### src/rtl/lsu_pkg.sv
// Shared types and constants for the RV32I load/store unit.
package lsu_pkg;

  localparam int LSU_ADDR_W = 10;

  localparam logic [2:0] F3_B  = 3'b000;
  localparam logic [2:0] F3_H  = 3'b001;
  localparam logic [2:0] F3_W  = 3'b010;
  localparam logic [2:0] F3_BU = 3'b100;
  localparam logic [2:0] F3_HU = 3'b101;

  typedef enum logic [2:0] {
    IDLE,
    LOAD,
    RMW_RD,
    WRITE,
    RESP
  } lsu_state_t;

  // Unsigned widths exist only for loads; stores accept B/H/W.
  function automatic logic f3_legal(input logic we, input logic [2:0] f3);
    logic ok;
    case (f3)
      F3_B, F3_H, F3_W: ok = 1'b1;
      F3_BU, F3_HU:     ok = !we;
      default:          ok = 1'b0;
    endcase
    return ok;
  endfunction

endpackage

### src/rtl/lsu_byte_lane.sv
// Combinational lane logic: load extract/extend and sub-word store merge.
module lsu_byte_lane
  import lsu_pkg::*;
(
  input  logic [31:0] mem_word,
  input  logic [31:0] wdata,
  input  logic [2:0]  funct3,
  input  logic [1:0]  offset,
  output logic [31:0] load_data,
  output logic [31:0] store_data
);

  logic [7:0]  byte_sel;
  logic [15:0] half_sel;

  always_comb begin
    // NOTE: every output of a combinational block gets a default before any
    // branch, otherwise a missed path infers a latch.
    byte_sel = mem_word[{offset, 3'b000} +: 8];
    half_sel = offset[1] ? mem_word[31:16] : mem_word[15:0];

    load_data = mem_word;
    case (funct3)
      F3_B:    load_data = {{24{byte_sel[7]}}, byte_sel};
      F3_BU:   load_data = {24'b0, byte_sel};
      F3_H:    load_data = {{16{half_sel[15]}}, half_sel};
      F3_HU:   load_data = {16'b0, half_sel};
      default: load_data = mem_word;
    endcase

    store_data = mem_word;
    case (funct3)
      F3_B: store_data[{offset, 3'b000} +: 8] = wdata[7:0];
      F3_H: begin
        if (offset[1]) store_data[31:16] = wdata[15:0];
        else           store_data[15:0]  = wdata[15:0];
      end
      default: store_data = wdata;
    endcase
  end

endmodule

### src/rtl/load_store_unit.sv
// RV32I load/store unit over a single-word data memory port.
// Define LSU_MISALIGN_CHECK_EN to turn misaligned H/W accesses into error responses.
module load_store_unit
  import lsu_pkg::*;
#(
  parameter int ADDR_W = LSU_ADDR_W
) (
  input  logic              clk,
  input  logic              rst,
  input  logic              req_valid,
  output logic              req_ready,
  input  logic              req_we,
  input  logic [2:0]        req_funct3,
  input  logic [31:0]       req_addr,
  input  logic [31:0]       req_wdata,
  output logic              resp_valid,
  output logic [31:0]       resp_rdata,
  output logic              resp_err,
  output logic [ADDR_W-1:0] mem_address,
  output logic              mem_wr_en,
  output logic [31:0]       mem_wr_data,
  input  logic [31:0]       mem_rd_data
);

  lsu_state_t        state, state_next;
  logic [2:0]        f3_q;
  logic [1:0]        off_q;
  logic [ADDR_W-1:0] addr_q;
  logic [31:0]       wdata_q, wr_data_q, rdata_q;
  logic              err_q;

  logic        accept, req_err;
  logic [1:0]  req_off;
  logic [31:0] load_data, store_data;
  logic        addr_unused;

  // High address bits deliberately alias onto the memory.
  assign addr_unused = ^req_addr[31:ADDR_W+2];

  assign req_ready = (state == IDLE) && !rst;
  assign accept    = req_valid && req_ready;

  always_comb begin
    req_off = req_addr[1:0];
    req_err = !f3_legal(req_we, req_funct3);
`ifdef LSU_MISALIGN_CHECK_EN
    case (req_funct3[1:0])
      2'b01:   if (req_addr[0]) req_err = 1'b1;
      2'b10:   if (req_addr[1:0] != 2'b00) req_err = 1'b1;
      default: ;
    endcase
`else
    case (req_funct3[1:0])
      2'b01:   req_off[0] = 1'b0;
      2'b10:   req_off    = 2'b00;
      default: ;
    endcase
`endif
  end

  always_comb begin
    state_next = state;
    case (state)
      IDLE: begin
        if (accept) begin
          if (req_err)                 state_next = RESP;
          else if (!req_we)            state_next = LOAD;
          else if (req_funct3 == F3_W) state_next = WRITE;
          else                         state_next = RMW_RD;
        end
      end
      LOAD:    state_next = RESP;
      RMW_RD:  state_next = WRITE;
      WRITE:   state_next = RESP;
      RESP:    state_next = IDLE;
      default: state_next = IDLE;
    endcase
  end

  // NOTE: clocked state uses non-blocking assignments so every register
  // samples pre-edge values regardless of process ordering.
  always_ff @(posedge clk) begin
    if (rst) state <= IDLE;
    else     state <= state_next;
  end

  lsu_byte_lane u_byte_lane (
    .mem_word   (mem_rd_data),
    .wdata      (wdata_q),
    .funct3     (f3_q),
    .offset     (off_q),
    .load_data  (load_data),
    .store_data (store_data)
  );

  // Response fields change only on the edge entering RESP, so they hold
  // between responses.
  always_ff @(posedge clk) begin
    if (rst) begin
      f3_q      <= '0;
      off_q     <= '0;
      addr_q    <= '0;
      wdata_q   <= '0;
      wr_data_q <= '0;
      rdata_q   <= '0;
      err_q     <= 1'b0;
    end else begin
      if (accept) begin
        f3_q    <= req_funct3;
        off_q   <= req_off;
        addr_q  <= req_addr[ADDR_W+1:2];
        wdata_q <= req_wdata;
        if (req_we && req_funct3 == F3_W) wr_data_q <= req_wdata;
        if (req_err) begin
          rdata_q <= '0;
          err_q   <= 1'b1;
        end
      end
      case (state)
        LOAD: begin
          rdata_q <= load_data;
          err_q   <= 1'b0;
        end
        RMW_RD: wr_data_q <= store_data;
        WRITE: begin
          rdata_q <= '0;
          err_q   <= 1'b0;
        end
        default: ;
      endcase
    end
  end

  // A reset coinciding with WRITE or RESP suppresses the write and the response.
  assign mem_wr_en   = (state == WRITE) && !rst;
  assign resp_valid  = (state == RESP) && !rst;
  assign mem_address = addr_q;
  assign mem_wr_data = wr_data_q;
  assign resp_rdata  = rdata_q;
  assign resp_err    = err_q;

endmodule

### config.mk
export PLATFORM = sky130hd
export DESIGN_NAME = load_store_unit
export DESIGN_NICKNAME = d
export VERILOG_FILES = /design/src/rtl/lsu_pkg.sv /design/src/rtl/lsu_byte_lane.sv /design/src/rtl/load_store_unit.sv
export SDC_FILE = /design/constraint.sdc
export NUM_CORES = 1
export LEC_CHECK = 0
export BUFFER_PORTS_ARGS = -buffer_cell sky130_fd_sc_hd__buf_2
export CORE_MARGIN = 3
export CORE_UTILIZATION = 45
export DETAILED_ROUTE_END_ITERATION = 10
export PLACE_DENSITY = 0.67
export SYNTH_ARGS = -nofsm -noshare
export SYNTH_HDL_FRONTEND = slang
export SYNTH_HIERARCHICAL = 1
export SYNTH_SLANG_ARGS = --single-unit
export TNS_END_PERCENT = 10
### constraint.sdc
create_clock -name clk -period 3.2 [get_ports clk]
set_clock_uncertainty 0.2 [all_clocks]
set_input_delay 0.48 -clock clk [delete_from_list [all_inputs] [get_ports clk]]
set_output_delay 0.48 -clock clk [all_outputs]
set_load 0.02 [all_outputs]
==> key figures, run 1 <==
Layout
  – Commonest non-fill, non-tap cell in the layout: buf_2
  – Final core utilization: 56.6%
  – Area of the multi-input gates: 3610 µm²
  – Layout filler cell count: 1321
  – Share of post-route cells with drive strength above 1: 24.0%
  – Synthesis-to-finish area growth: 20.8%
  – Most frequent cells in the layout: buf_2, dfxtp_1, o21ai_0
  – Fin nets: 1029
  – Fin area: 7650 µm²
  – Diode count: 0
  – Seq. cell area: 2300 µm²

Status
  – Status: finished, final reports clean

Worst setup path
  – Startpoint types: flip-flop
  – Worst Path Required: 3330 ps
  – Critical Path Sink Type: flip-flop
  – WP data arrival: 2780 ps
  – Worst-case reg-to-reg path depth: 9
  – Worst-path fanout max: 11
  – CP Class: flip-flop to flip-flop

Clock network
  – CTS root buffer: clkbuf_16
  – Post-CTS repair timing setup buffer count: 0
  – Post-CTS Resized: 0
  – Clk pin slew, worst setup/hold paths: 50 ps
  – CTS max path bufs: 2
  – CTS H-Tree Depth: 4
  – Clk sinks: 115
  – Post-CTS Hold Fix Bufs: 0
  – Worst skew pair latency: 430 ps
  – CTS tree: yes
  – CTS Buf Count: 17

Global route
  – Vias in the first global route: 6341
  – First-pass GRT wire length: 34.4 mm
  – Initial antenna violation count: 0
  – Tot GR Track Use: 27.1%
  – Grt total ovfl: 0
  – Largest net degree at the start of global routing: 86

Routing
  – Vias: 6926
  – Drt total wl: 21.8 mm
  – DRC: 0
  – Drt first pass iters: 6
  – First DRT Iteration DRCs: 620
  – Post-DRT Antenna Nets: 0
  – Wirelength per Cell: 19.7 µm
  – DR vias/cell: 6.27

Yosys
  – Async SR Flop Fraction: 0%
  – Yosys reg bits: 115
  – Syn Std Cell Area: 6330 µm²
  – Area contributors post-synth: dfxtp_1, o21ai_0, a21oi_1
  – Area fraction in compound gates after synthesis: 32.8%
  – Post-Synth Adder-Cell Area: 1.58%
  – Largest family of logic cells by synthesized area: compound AO/OA/AOI/OAI gates
  – Yosys top cell area share: 36.4%
  – Register area share after synthesis: 36.4%
  – Synth cell types: 52
  – Post-synthesis instance total: 807
  – Main flop type after synthesis: dfxtp_1
  – Largest area contributor in the netlist: dfxtp_1
  – Post-synthesis average cell area: 7.85 µm²
  – Post-Synthesis Net Count: 918
  – Post-synthesis xor/xnor area fraction: 0%
  – Yosys Warn Count: 6
  – Multiplexer share of the synthesized area: 1.46%
  – Number of enable flip-flop cells after synthesis: 0
  – Synth Area in Simple Gates: 21.1%

Floorplanning
  – Initial Util: 46.9%
  – Die H: 125 µm
  – IO Pins: 181
  – Die Area: 15500 µm²
  – Core footprint: 13500 µm²
  – Rows: 42
  – Die width: 125 µm

Pwr
  – Total Power: 4.02 mW
  – LEAKAGE: 3.03 nW
  – VDD IR-drop max: 362 µV
  – Pwr dens: 525 nW/µm²

Timing
  – # setup viols final: 0
  – Fmax achieved: 0.377 GHz
  – Slew Viols, Final: 0
  – Crit share post-route: 82.8%
  – Hold_ws: 101 ps
  – Final Hold Violating Endpoints: 0
  – Min Clock Period, post-route: 2650 ps
  – TNS Setup: 0 ps
  – RSZ-0062 raised after global routing: false
  – Worst Tran Pin Value: 939 ps
  – Max_slew headroom: 37.4%

Place
  – Post-DP Area: 7130 µm²
  – Post-DP HPWL: 15.1 mm
  – # port buffers: 160
  – Final Wtd Congestion: 0.945

Flow run
  – Max-Cap Viols: 0

Min path
  – WHS Path Cells: 3
  – Tightest Hold Check Type: primary input to flip-flop
cells by family after synthesis:
| family | after synthesis |
|---|---|
| DFF | 115 |
| and+or+nand+nor | 265 |
| muxes | 9 |
| adders and majority gates | 8 |
| buffers and inverters | 96 |
| AOI/OAI and AO/OA | 314 |
path summary, 6_finish.rpt:
check	start	endpoint	slack, ps
setup / recovery	off_q[0]	mem_wr_data[4]	550
hold / removal	req_addr[6]	mem_address[4]	100
setup reg to reg	off_q[0]	mem_wr_data[4]	550
hold reg to reg	resp_err	resp_err	260
layer usage:
metal	vias up	share of wire [%]	track usage, %
met5	-	0	0
met4	0	2.1	9.16
met3	37	8.7	7.50
met2	334	46	42.0
met1	3293	43	36.4
li1	3262	-	-
worst max-delay path: stages (launching register included):
cell      delay [ps]
dfxtp_1          340
inv_2            110
ha_1             300
buf_4            180
nand2b_1         160
o21ai_1          380
a221oi_1         150
a211oi_1         330
nor2_1           120
nor4_1           300
where the power goes:
part,internal (mW),switching (mW),total [mW]
logic,0.260,0.502,0.762
registers,1.51,0.0530,1.56
clock network,1.05,0.644,1.69
state kept, by name (all words and copies together) (netlist names):
name / cells
wdata_q: 32
f3_q: 3
resp_err: 1
mem_address: 10
resp_rdata: 32
mem_wr_data: 32
off_q: 2
state: 3
through the flow:
stage | worst slack [ps] | instances
6_report | 550 | 1105
5_1_grt | 388 | 1105
4_1_cts | 600 | 1105
3_5_place_dp | 547 | 1075
3_3_place_gp | 553 | 1075
2_1_floorplan | 842 | 807
cell usage after synthesis (2+ instances only):
cell type	instances
buf_1	3
mux2i_1	7
nand2_1	68
a22oi_1	19
inv_2	2
o21ai_1	3
or3_1	11
dfxtp_1	115
mux2_2	2
a221oi_1	6
buf_6	4
nor3_1	29
ha_1	8
a21oi_1	75
clkbuf_1	59
o211ai_1	16
nand4b_1	10
inv_1	6
o22ai_1	7
a32o_1	32
and3_1	2
o21bai_1	15
a211oi_1	26
nor2b_1	2
nor4_1	20
nand2b_1	18
a22o_1	9
buf_2	19
o21ai_0	82
o21a_1	2
a31oi_1	14
buf_4	2
nand3_1	58
nor2_1	38
cell type report:
cell class,instances,share of cell area (%)
clock buffer,24,6.43
clock inverter,6,0.393
inverter,9,0.507
multi-input combinational,596,47.2
sequential,115,30.1
tap,176,2.88
timing repair buffer,179,12.5
No activity file was read; power rests on OpenSTA's default activity.
==> run 2, diff against run 1 <==
- PLACE_DENSITY: 0.67 -> 0.69
- clock period: 3.2 -> 2.15 ns (I/O delays scaled with it)
==> run 2 against run 1 <==
- highest routed layer unchanged
- first-iteration DRC count up 39%
- total power rose by 65%
- sequential share of layout area down 3.5 points
- largest power group unchanged
- clock power rose by 77%
- global-route usage is 0.93 points higher
==> key figures, run 2 (synthesis results as in run 1) <==
Status
  – Status: finished, final reports clean

Floorplanning
  – Initial Util: 46.9%
  – Rows: 42
  – Die width: 125 µm
  – Die Area: 15500 µm²
  – IO Pins: 181
  – Die H: 125 µm
  – Core footprint: 13500 µm²

Timing
  – Final Hold Violating Endpoints: 0
  – Fmax achieved: 0.477 GHz
  – Slew Viols, Final: 0
  – Crit share post-route: 97.5%
  – # setup viols final: 0
  – Worst Tran Pin Value: 507 ps
  – Max_slew headroom: 66.2%
  – RSZ-0062 raised after global routing: true
  – Min Clock Period, post-route: 2100 ps

Layout
  – Diode count: 0
  – Seq. cell area: 2310 µm²
  – Finished Layout Cells: 1177
  – Fin area: 8690 µm²
  – Final core utilization: 64.4%
  – Area of the multi-input gates: 3710 µm²
  – Share of post-route cells with drive strength above 1: 27.5%
  – Layout filler cell count: 1133
  – Fin nets: 1099
  – Commonest non-fill, non-tap cell in the layout: buf_2
  – Synthesis-to-finish area growth: 37.3%
  – Most frequent cells in the layout: buf_2, dfxtp_1, o21ai_0

Clock network
  – Worst skew pair latency: 420 ps
  – CTS Buf Count: 17
  – CTS max path bufs: 2
  – Clk pin slew, worst setup/hold paths: 60 ps
  – Clk sinks: 115
  – CTS root buffer: clkbuf_16
  – CTS tree: yes
  – CTS H-Tree Depth: 4

Place
  – Placed instance count: 1099
  – Post-DP HPWL: 15.0 mm
  – # port buffers: 160
  – Final Wtd Congestion: 0.941
  – Post-DP Area: 7440 µm²

Routing
  – Vias: 7178
  – Drt total wl: 22.9 mm
  – Post-DRT Antenna Nets: 0
  – DR vias/cell: 6.10
  – Wirelength per Cell: 19.5 µm
  – Drt first pass iters: 5
  – First DRT Iteration DRCs: 862
  – DRC: 0

Worst setup path
  – Startpoint types: flip-flop
  – Crit path launch: state[2]
  – Worst Path Required: 1630 ps
  – Critical Path Sink Type: output pin
  – WP data arrival: 1570 ps
  – Worst r2r src: off_q[0]
  – Worst-path fanout max: 4
  – Slowest CP cell: or4_4
  – Critical-path cell list: or4_4 -> clkinv_4 -> buf_2
  – Slack of the worst reg-to-reg path: 60 ps
  – CP Class: flip-flop to output pin
  – Slowest stage delay, CP: 580 ps

Min path
  – HP Start: req_addr[1]
  – Tightest Hold Check Type: primary input to flip-flop

Flow run
  – Max-Cap Viols: 0

Global route
  – Largest net degree at the start of global routing: 80
  – First-pass GRT wire length: 35.4 mm
  – Tot GR Track Use: 28.0%
  – Grt total ovfl: 0
  – Vias in the first global route: 6529
  – Initial antenna violation count: 0

Pwr
  – LEAKAGE: 3.48 nW
  – VDD IR-drop max: 638 µV
  – Pwr dens: 765 nW/µm²
[run 2: changes by cell type in the layout (fill, tap and decap cells not counted), moves of 3 or more]
cell	before	now
buf_4	18	31
clkinvlp_4	0	3
dlygate4sd3_1	0	42
clkbuf_16	17	20
buf_12	1	11
ha_1	8	5
clkinv_2	6	0
nor4_1	20	16
clkinv_4	1	4
bufinv_16	0	3
nor4_2	0	4
[run 2: cell type report]
| cell class | count | share of cell area (%) |
|---|---|---|
| Clock inverter | 10 | 1.70 |
| Clock buffer | 22 | 5.57 |
| Sequential cell | 115 | 26.5 |
| Tap cell | 176 | 2.53 |
| Timing Repair Buffer | 249 | 20.5 |
| Inverter | 9 | 0.446 |
| Multi-Input combinational cell | 596 | 42.7 |
[run 2: worst paths after layout]
check | end | cells after the start
min reg2reg | resp_err | 1
min | off_q[1] | 3
max | req_ready | 3
max reg2reg | resp_rdata[8] | 6
[run 2: critical path: cells and delay by family (launching register included)]
kind / cells / cell delay [ps]
and+or+nand+nor: 1 / 580
buffers and inverters: 2 / 280
DFF: 1 / 310
[run 2: metal layers]
| metal | vias up | track usage (%) | part of all wire [%] |
|---|---|---|---|
| li1 | 3418 | - | - |
| met1 | 3401 | 36.7 | 42 |
| met2 | 332 | 45.8 | 48 |
| met3 | 27 | 7.63 | 8.5 |
| met4 | 0 | 7.03 | 1.5 |
| met5 | - | 0 | 0 |
[run 2: timing repair]
action | 4_1_cts | 5_1_grt
cloned | 0 | 3
resized for setup | 7 | 18
hold endpoints to repair | 55 | 0
pin swaps | 1 | 17
setup buffers | 0 | 1
hold buffers | 43 | 0
endpoints found under the setup margin | 7 | 47
[run 2: where the power goes]
group          internal [mW]  switching (mW)  total [mW]  leakage (nW)
clock network           1.95            1.04        2.99         0.299
registers               2.24          0.0784        2.32         0.936
logic                  0.532           0.803        1.33          2.24
total                   4.72            1.92        6.64          3.48
[run 2: stage by stage]
step                      hold WS [ps]  power, mW  TNS (ps)  setup WS [ps]
after global placement             243       3.54      -133          -58.8
after CTS                         8.13       6.60      -181          -99.1
after global routing              16.5       6.91     -85.8          -40.8
final                             37.6       6.64         0           54.0
after floorplan                    250       3.10         0           8.11
after detailed placement           250       3.55      -496           -143
==> run 3, diff against run 2 <==
- CELL_PAD_IN_SITES_DETAIL_PLACEMENT: unset -> 1
- CELL_PAD_IN_SITES_GLOBAL_PLACEMENT: unset -> 2
- CORE_UTILIZATION: 45 -> 27
- PLACE_DENSITY: 0.69 -> 0.74
==> run 3 against run 2 <==
- clock power increased by 6%
- fmax increased by 0.12%
- routed wire length increased by 22%
- die area increased by 63%
- largest power group unchanged
- sequential power about the same
- total power increased by 4.1%
- combinational power increased by 6%
- worst setup slack improved by 2.5 ps
- global-route usage decreased by 6.3 points
- count of clock-buffer cells in the layout increased by 1
- utilization decreased by 25 points
- first-iteration DRC count decreased by 48%
==> key figures, run 3 (synthesis results as in run 1) <==
Clock network
  – CTS Buf Count: 17
  – CTS tree: yes
  – CTS root buffer: clkbuf_16
  – Worst skew pair latency: 420 ps
  – CTS max path bufs: 2
  – CTS H-Tree Depth: 4
  – Clk pin slew, worst setup/hold paths: 60 ps
  – Clk sinks: 115
  – Post-CTS repair timing setup buffer count: 0

Floorplanning
  – Core footprint: 22800 µm²
  – Die H: 159 µm
  – Die Area: 25300 µm²
  – IO Pins: 181
  – Rows: 55
  – Die width: 159 µm
  – Initial Util: 27.7%

Global route
  – First-pass GRT wire length: 44.0 mm
  – Largest net degree at the start of global routing: 80
  – Initial antenna violation count: 0
  – Tot GR Track Use: 21.7%
  – Vias in the first global route: 7521
  – Grt total ovfl: 0

Layout
  – Share of post-route cells with drive strength above 1: 29.3%
  – Synthesis-to-finish area growth: 42.4%
  – Final core utilization: 39.5%
  – Diode count: 0
  – Layout filler cell count: 2781
  – Most frequent cells in the layout: buf_2, dfxtp_1, o21ai_0
  – Fin nets: 1119
  – Commonest non-fill, non-tap cell in the layout: buf_2

Timing
  – Final Hold Violating Endpoints: 0
  – Max_slew headroom: 57.1%
  – RSZ-0062 raised after global routing: true
  – # setup viols final: 0
  – Min Clock Period, post-route: 2090 ps
  – TNS Setup: 0 ps
  – Worst Tran Pin Value: 644 ps
  – Fmax achieved: 0.478 GHz
  – Crit share post-route: 97.4%
  – Slew Viols, Final: 0

Status
  – Status: finished, final reports clean

Worst setup path
  – CP Class: primary input to flip-flop
  – CP top delay family: buffers and inverters
  – WP data arrival: 2210 ps
  – Slack of the worst reg-to-reg path: 70 ps
  – Startpoint types: primary input
  – Slowest stage delay, CP: 520 ps
  – Slowest CP cell: dlygate4sd3_1
  – Bufs and invs on worst path: 5
  – Worst-path fanout max: 34
  – Critical-path cell list: dlygate4sd3_1 -> buf_2 -> inv_1 -> ha_1 -> nor3_2 -> buf_4 -> o2111ai_4 -> buf_12 -> a32o_1
  – Worst Path Required: 2260 ps
  – Critical Path Sink Type: flip-flop

Routing
  – Vias: 7191
  – DRC: 0
  – Drt first pass iters: 5
  – Wirelength per Cell: 20.9 µm
  – Post-DRT Antenna Nets: 0
  – First DRT Iteration DRCs: 450
  – DR vias/cell: 5.39
  – Drt total wl: 27.9 mm

Pwr
  – VDD IR-drop max: 421 µV
  – Pwr dens: 767 nW/µm²
  – LEAKAGE: 3.56 nW

Place
  – Post-DP HPWL: 19.6 mm
  – # port buffers: 160
  – Final Wtd Congestion: 0.857

Min path
  – Tightest Hold Check Type: primary input to flip-flop

Flow run
  – Max-Cap Viols: 0
==> run 3: timing repair <==
item,CTS,global route
cloned,0,0
hold buffers,42,0
gates resized for setup,5,27
endpoints found under the hold margin,53,0
endpoints found under the setup margin,9,62
pin swaps,4,17
==> run 3: worst min-delay path, cell delays in order <==
cell	delay (ps)
buf_2	130
nand3_1	70
a21oi_1	50
==> run 3: final timing paths <==
kind	from	to	depth (start not counted)
setup / recovery	req_funct3[1]	resp_rdata[1]	9
setup reg to reg	off_q[1]	mem_wr_data[30]	8
hold reg to reg	mem_address[6]	mem_address[6]	2
hold / removal	req_wdata[28]	wdata_q[28]	3
==> run 3: power by group <==
group / internal, mW / total (mW) / switching, mW
Sequential: 2.24 / 2.32 / 0.0799
Clock: 2.12 / 3.18 / 1.06
Combinational: 0.556 / 1.41 / 0.859
Total: 4.92 / 6.92 / 2.00
==> run 3: cell type report <==
class | instances | area [µm²] | area share [%]
clock inverter | 8 | 145 | 1.61
inverter | 9 | 38.8 | 0.430
clock buffer | 23 | 509 | 5.65
multi-input combinational | 596 | 3760 | 41.7
tap | 313 | 392 | 4.34
timing repair buffer | 269 | 1860 | 20.7
sequential | 115 | 2310 | 25.6
==> run 3: per-stage QoR <==
step	total power, mW	cell area [µm²]	worst slack, ps	hold slack [ps]	cells
finish	6.92	9020	56.5	15.6	1333
global route	7.22	9020	-55.3	19.2	1333
CTS	6.93	8870	-20.4	0.279	1333
detailed placement	3.66	7780	-85.1	265	1260
global placement	3.65	7780	-66.3	242	1260
floorplan	3.10	6350	8.11	250	807
==> run 3: metal layers <==
metal	track usage [%]	part of all wire [%]	vias to the layer above
met4	5.37	1.7	0
met5	0	0	-
met2	36.7	49	180
met3	5.49	5.1	34
li1	-	-	3441
met1	27.7	45	3536
